## src/rtl/conv_pkg.sv

```systemverilog
// Shared types and constants for the convolution front-end controller.
package conv_pkg;

  localparam int unsigned COORD_W_DEF = 16;
  localparam int unsigned K_MIN       = 2;

  typedef logic [COORD_W_DEF-1:0] coord_t;

  typedef enum logic [1:0] {
    IDLE  = 2'd0,
    RUN   = 2'd1,
    DRAIN = 2'd2
  } ctrl_state_e;

endpackage

```

## src/rtl/conv_pos_counter.sv

```systemverilog
// Raster position counter: increments on en, wraps to 0 after wrap_at.
module conv_pos_counter #(
  parameter int unsigned W = 16
) (
  input  logic         clk,
  input  logic         rst,
  input  logic         clr,
  input  logic         en,
  input  logic [W-1:0] wrap_at,
  output logic [W-1:0] cnt,
  output logic         wrap
);

  assign wrap = en && (cnt == wrap_at);

  always_ff @(posedge clk or posedge rst) begin
    if (rst)
      cnt <= '0;
    else if (clr)
      cnt <= '0;
    else if (en)
      cnt <= wrap ? '0 : cnt + W'(1);
  end

endmodule

```

## src/rtl/conv_window_ctrl.sv

```systemverilog
// Streaming convolution window sequencer: raster tracking, window handshake, frame control.
// Optional CONV_STRIDE_EN adds cfg_stride2 (stride-2 window decimation).
module conv_window_ctrl
  import conv_pkg::*;
#(
  parameter int unsigned K       = 3,
  parameter int unsigned COORD_W = 16
) (
  input  logic               clk,
  input  logic               rst,
  input  logic               start,
  input  logic               abort,
  input  logic [COORD_W-1:0] cfg_width,
  input  logic [COORD_W-1:0] cfg_height,
`ifdef CONV_STRIDE_EN
  input  logic               cfg_stride2,
`endif
  input  logic               in_valid,
  output logic               in_ready,
  output logic               lb_shift_en,
  output logic               out_valid,
  input  logic               out_ready,
  output logic [COORD_W-1:0] out_row,
  output logic [COORD_W-1:0] out_col,
  output logic               busy,
  output logic               frame_done,
  output logic               cfg_err
);

  localparam int unsigned KK = (K < K_MIN) ? K_MIN : K;
  localparam logic [COORD_W-1:0] K_SZ = COORD_W'(KK);
  localparam logic [COORD_W-1:0] KM1  = COORD_W'(KK - 1);

  ctrl_state_e        state;
  logic [COORD_W-1:0] w_l, h_l, col, row, win_row, win_col;
  logic               accept, col_wrap, last, win, stride_ok, cfg_ok;

  assign in_ready    = (state == RUN) && (!out_valid || out_ready);
  assign accept      = in_valid && in_ready;
  assign lb_shift_en = accept;
  assign busy        = (state != IDLE);
  assign cfg_ok      = (cfg_width >= K_SZ) && (cfg_height >= K_SZ);

  conv_pos_counter #(.W(COORD_W)) u_col (
    .clk(clk), .rst(rst), .clr(abort), .en(accept),
    .wrap_at(w_l - COORD_W'(1)), .cnt(col), .wrap(col_wrap)
  );

  // Row only advances on a column wrap, so its wrap marks the frame's last pixel.
  conv_pos_counter #(.W(COORD_W)) u_row (
    .clk(clk), .rst(rst), .clr(abort), .en(col_wrap),
    .wrap_at(h_l - COORD_W'(1)), .cnt(row), .wrap(last)
  );

  assign win_row = row - KM1;
  assign win_col = col - KM1;

`ifdef CONV_STRIDE_EN
  logic s2_l;
  always_ff @(posedge clk or posedge rst) begin
    if (rst)
      s2_l <= 1'b0;
    else if (state == IDLE && start && !abort && cfg_ok)
      s2_l <= cfg_stride2;
  end
  assign stride_ok = !s2_l || (!win_row[0] && !win_col[0]);
`else
  assign stride_ok = 1'b1;
`endif

  assign win = accept && (row >= KM1) && (col >= KM1) && stride_ok;

  always_ff @(posedge clk or posedge rst) begin
    if (rst) begin
      state      <= IDLE;
      w_l        <= '0;
      h_l        <= '0;
      out_valid  <= 1'b0;
      out_row    <= '0;
      out_col    <= '0;
      frame_done <= 1'b0;
      cfg_err    <= 1'b0;
    end else begin
      frame_done <= 1'b0;
      cfg_err    <= 1'b0;
      if (abort) begin
        state     <= IDLE;
        out_valid <= 1'b0;
        out_row   <= '0;
        out_col   <= '0;
      end else begin
        // A new window overrides the consume so a same-cycle handshake reloads without a bubble.
        if (win) begin
          out_valid <= 1'b1;
          out_row   <= win_row;
          out_col   <= win_col;
        end else if (out_ready) begin
          out_valid <= 1'b0;
        end
        case (state)
          IDLE: begin
            if (start) begin
              if (cfg_ok) begin
                state <= RUN;
                w_l   <= cfg_width;
                h_l   <= cfg_height;
              end else begin
                cfg_err <= 1'b1;
              end
            end
          end
          RUN: begin
            if (last)
              state <= DRAIN;
          end
          DRAIN: begin
            if (!out_valid || out_ready) begin
              state      <= IDLE;
              frame_done <= 1'b1;
            end
          end
          default: state <= IDLE;
        endcase
      end
    end
  end

endmodule

```

## config.mk

```make
export PLATFORM = sky130hd
export DESIGN_NAME = conv_window_ctrl
export DESIGN_NICKNAME = d
export VERILOG_FILES = /design/src/rtl/conv_pkg.sv /design/src/rtl/conv_pos_counter.sv /design/src/rtl/conv_window_ctrl.sv
export SDC_FILE = /design/constraint.sdc
export NUM_CORES = 1
export LEC_CHECK = 0
export ABC_AREA = 1
export CAP_MARGIN = 20
export CORE_UTILIZATION = 45
export CTS_CLUSTER_DIAMETER = 120
export DETAILED_ROUTE_END_ITERATION = 6
export PLACE_DENSITY = 0.75
export REMOVE_ABC_BUFFERS = 1
export SLEW_MARGIN = 0
export SYNTH_ARGS = -nofsm -noshare
export SYNTH_HDL_FRONTEND = slang
export SYNTH_HIERARCHICAL = 1
export SYNTH_SLANG_ARGS = --single-unit
```

## constraint.sdc

```tcl
create_clock -name clk -period 2.7 [get_ports clk]
set_clock_uncertainty 0.15 [all_clocks]
set_input_delay 0.54 -clock clk [delete_from_list [all_inputs] [get_ports clk]]
set_output_delay 0.54 -clock clk [all_outputs]
set_load 0.03 [all_outputs]
```

Yosys cells after proc, flatten, opt, wreduce, memory -nomap -nowiden

Cells that the tools add are included.

$mul: 0
Equality and inequality tests: 8
Multiplexer cells: 26
Div/mod/pow operators: 0
Reduce and logical (&&, ||, !) cells: 17
Order comparisons: 4
Shift operators: 0
Bitwise operators: 1
Add/subtract/negate cells: 6

Operators with widths:

| operator                                                                | count |
|---|---|
| 16-bit 2-to-1 mux                                                       | 10 |
| 16-bit by 2-bit >= comparator with 1-bit output (second input constant) | 4 |
| 16-bit by 1-bit adder with 16-bit output (second input constant)        | 2 |
| 16-bit == test                                                          | 2 |
| 16-bit by 1-bit subtractor with 16-bit output (second input constant)   | 2 |
| 16-bit by 2-bit subtractor with 16-bit output (second input constant)   | 2 |
| 1-bit 2-to-1 mux                                                        | 10 |
| 2-bit 2-to-1 mux                                                        | 5 |
| 3-bit != test (second input constant)                                   | 3 |
| 4-bit AND reduction                                                     | 2 |
| 2-bit nonzero test                                                      | 4 |
| 1-bit logical AND                                                       | 7 |
| 2-bit one-hot mux with 3 select lines                                   | 1 |
| 3-bit by 2-bit != test with 1-bit output (second input constant)        | 1 |
| 3-bit nonzero test                                                      | 1 |
| 2-bit by 1-bit == test with 1-bit output (second input constant)        | 1 |
| 2-bit == test (second input constant)                                   | 1 |
| 2-bit logical NOT                                                       | 1 |
| 1-bit logical NOT                                                       | 1 |
| 1-bit logical OR                                                        | 1 |
| 1-bit inverter                                                          | 1 |

Bits in writable memories: 0
Output and inout bits: 38
Bits in read-only memories: 0
Word-level logic and storage cells: 72
Bits in registers: 101
Bits of input ports: 38
Bits in latches: 0
Memories kept: 0

Depth between registers and ports, before layout

Word-level depth: 9
Gate-level depth with buffers: 20
Gate-level depth less buffers: 20

Modules after synthesis

The synthesis kept the hierarchy.

Modules (own cells, without submodules):

| module           | sequential area each (um^2) | area each (um^2) | cells an instance | instances |
|---|---|---|---|---|
| conv_window_ctrl | 1726.7                      | 4125.2           | 577               | 1 |
| conv_pos_counter | 400.4                       | 1306.3           | 219               | 2 |

Worst setup path after synthesis

No wires, ideal clock.

Kind: flip-flop to flip-flop
Start: register w_l[0]
End: register u_row.cnt[10]
Data required time: 2429 ps
Cell stages (with the launch flop): 20
Clock period less this slack: 2909 ps
Path buffers: 1
Arrival: 2638 ps
Setup time: 121 ps
Setup slack: -209 ps
Path through: dfrtp_1 -> inv_1 -> ha_1 -> nand3_1 -> inv_1 -> nand2_1 -> nor2_1 -> xor2_1 -> nor2_1 -> nor3b_1 -> nand3b_1 -> nor3_1 -> inv_1 -> a21oi_1 -> nand3_1 -> nor2_1 -> nand3_2 -> nand2_2 -> buf_6 -> nor2_1

Longest elaborated chain between the ends: 7
Elaborated cells on any way between the ends: 8
Classes of those cells: 1 x add/sub; 1 x eq/ne; 3 x mux; 3 x reduce/logical

RTL lines:

| element                                           | RTL line                | text |
|---|---|---|
| start, declared                                   | conv_window_ctrl.sv:35  | `logic [COORD_W-1:0] w_l, h_l, col, row, win_row, win_col;` |
| start signal, assigned                            | conv_window_ctrl.sv:105 | `w_l <= cfg_width;` |
| 16-bit by 1-bit subtractor with 16-bit output (*) | conv_window_ctrl.sv:46  | `.wrap_at(w_l - COORD_W'(1)), .cnt(col), .wrap(col_wrap)` |
| 16-bit == test (*)                                | conv_pos_counter.sv:14  | `assign wrap = en && (cnt == wrap_at);` |
| 1-bit logical AND (*)                             | conv_pos_counter.sv:14  |  |
| net col_wrap                                      | conv_window_ctrl.sv:36  | `logic accept, col_wrap, last, win, stride_ok, cfg_ok;` |
| 1-bit logical AND                                 | conv_pos_counter.sv:14  |  |
| 16-bit 2-to-1 mux                                 | conv_pos_counter.sv:22  | `cnt <= wrap ? '0 : cnt + W'(1);` |
| 16-bit 2-to-1 mux                                 | conv_pos_counter.sv:21  | `else if (en)` |
| 16-bit 2-to-1 mux                                 | conv_pos_counter.sv:19  | `else if (clr)` |
| end signal, assigned                              | conv_pos_counter.sv:22  |  |
| end, declared                                     | conv_pos_counter.sv:10  | `output logic [W-1:0] cnt,` |

The timed path passes the listed nets; every way through them passes the cells marked *. The select of a mux whose other input is x is not followed.
A chain may end at the register's enable or synchronous reset.

Worst setup path in the final report

Start: register w_l[1]
End: register u_row.cnt[9]

Same word-level chain as after synthesis.

==> results.md <==
* Drt wl/cell at roughly 13 um
* Synth unique cells at 34
* Synthesized instance count at 1015
* Core area at between 10000 and 15000 sq um
* Worst reg2reg path endpoint: u_row/cnt[9]
* Initial Utilization at 0.462
* Synthesized area per cell at between 6 and 7 sq um
* Clk slew on worst S/H paths at 70 ps
* IO Pins at 76
* Ys Warns at 6
* Commonest cells after routing, fill and taps aside: 336 x nand2_1, 131 x nor2_1, 120 x inv_1
* Status: finished with violations
* Dpl cell area at a little over 8000 sq um
* Die Wd at 124 um
* Post-route ant nets at 0
* TNS Setup at -4780 ps
* Main synth FF type: dfrtp_1
* H-Tree Depth at 3
* Worst R2R Path Depth at 17
* WP data required at approximately 2800 ps
* Total leakage power at about 4.5 nW
* Post-synth EDFFs at 0
* FP Rows at 44
* Drt total wl at around 17 mm
* Initial antenna violation count at 0
* CTS buffer count at 9
* Mapped cell area at about 6700 sq um
* Ys async rst share at 1.00
* Die area at ~15000 sq um
* Overall routing resource usage at 0.222
* Layout Cell Area excl Fill at approximately 8700 sq um
* Rel. slew slack at 0.583
* Port Buf Inserts at 75
* Worst Hold End: w_l[15]
* Post-synthesis register bit count at about 100
* Fraction of layout cells with a size suffix above 1 at 0.138
* Sequential cell area at between 2000 and 3000 sq um
* Vias in the first global route at slightly above 6000
* Number of DRC markers in iteration 0 at 482
* Final min period at 3030 ps
* Chip Height at around 120 um
* Drt first pass iters at 7
* Setup WS pre-CTS at -436 ps
* HP Class: register to register
* Num Clock Sinks at roughly 100
* Final worst setup slack at -331 ps
* Vias/cell at around 5.0
* Area of the multi-input gates at ~3800 sq um
* Worst VDD drop at 0.329 mV
* Final hold viol count at 0
* Residual DRC at 0
* Sequential-to-total area share from yosys stat at 0.375
* Setup violations, final at 18
* Hold path depth at 2
* NumNets Final at 1203
* Worst setup path start: w_l[1]
* Largest net degree at the start of global routing at 39
* Startpoint types: register
* Fmax at ~330 MHz
* Via count at about 6700
* First-pass GRT wire length at 28.4 mm
* Clock Path Buffers at 2
* Later-pin clock latency in the skew report at about 360 ps
* GP Congestion at 0.926
* Fin. max-slew vios at 0
* Worst-path maximum fanout at 9
* Fillers at ~1400
* FF-to-FF Start: w_l[1]
* Post-route clock period utilization at 1.12
* Grt ovf at 0
* Most common cell after layout, fill and taps aside: nand2_1
* Crit Path Class: register to register
* CTS tree: done
* Failing checks: setup timing
* Ant diodes at 0
* Critical path endpoint category: register
* Min-delay src: w_l[15]
* Clock Tree Root: clkbuf_16
* DP Wirelength at between 10 and 15 mm
* Pwr Density at ~530 nW/um^2
* Worst Tran Pin Value at between 600 and 700 ps
* Final Util at 0.596
* Critical Path AT at 3120 ps
* RSZ-0062 raised after global routing: true
* Layout area overhead at 29.0%
* Total of max-cap violations at 0
* Flop2flop setup slack at -330 ps
==> synth_stat cells (7+ instances only) <==
cell	n	share of area
o21ai_0	29	0.022
nor2_1	151	0.084
nor3_1	15	0.011
nand3_1	114	0.085
nand4_1	16	0.015
nand2_1	340	0.19
xor2_1	31	0.040
clkbuf_1	7	0.0039
inv_1	126	0.070
dfrtp_1	101	0.38
xnor2_1	21	0.027
==> area by class of cell <==
| class | instances | share of cell area |
|---|---|---|
| Clock inverter | 4 | 0.00633 |
| Clock buffer | 11 | 0.0291 |
| Multi-Input combinational cell | 764 | 0.437 |
| Inverter | 130 | 0.0561 |
| Sequential cell | 101 | 0.291 |
| Timing Repair Buffer | 153 | 0.155 |
| Tap cell | 184 | 0.0265 |
==> worst max path at each step <==
stage | end | cells after the start
2_1_floorplan | u_row/cnt[11] | 18
3_3_place_gp | u_row/cnt[14] | 15
3_5_place_dp | u_row/cnt[14] | 19
4_1_cts | u_row/cnt[14] | 20
5_1_grt | u_row/cnt[6] | 18
6_report | u_row/cnt[9] | 17
==> cells by family after synthesis <==
group | synth area share
AND/OR/NAND/NOR | 0.424
buffers and inverters | 0.0943
flip-flops | 0.375
XOR/XNOR | 0.0676
AO/OA/AOI/OAI | 0.0279
adder cells (fa/ha/maj) | 0.0111
==> sequential cells by signal (all words and copies together) (netlist names) <==
signal	cells
w_l	16
out_row	16
u_row/cnt	16
u_col/cnt	16
state	2
h_l	16
frame_done	1
out_col	16
cfg_err	1
out_valid	1
==> power by group <==
part / leakage [nW] / switching (mW) / internal, mW
clock: 0.148 / 0.591 / 0.770
sequential: 1.36 / 0.133 / 1.64
combinational: 2.96 / 0.826 / 0.672
==> layer usage <==
layer | vias to the layer above | share of wire | global-route usage
li1 | 3474 | - | -
met1 | 3037 | 0.48 | 0.319
met2 | 173 | 0.44 | 0.342
met3 | 24 | 0.053 | 0.0296
met4 | 0 | 0.020 | 0.0787
met5 | - | 0 | 0
==> timing repair <==
item | CTS | global route
setup buffers | 12 | 3
cloned | 1 | 1
hold buffers | 0 | 0
setup endpoints to repair | 18 | 34
gates resized for setup | 33 | 28
pin swaps | 32 | 25
==> worst max-delay path: stages, from the launching register on <==
cell and delay (ps):
dfrtp_1 420, inv_2 90, ha_4 140, nand3_2 90, inv_2 80, buf_4 110
nand3_1 80, xnor2_1 280, nand2_1 100, nand2_1 130, nand4_1 120, nor3_2 210
buf_4 150, nor2_2 90, buf_4 170, nor3_2 190, xor2_1 270, nor2_2 70
==> per-stage QoR <==
step                      instances  power, mW  hold slack, ps
after floorplan                 993       2.62             304
after global placement         1318       3.08             332
after detailed placement       1318       3.11             338
after CTS                      1346       4.58             355
after global routing           1347       4.92             384
final                          1347       4.63             354
(Power assumes the default switching activity.)
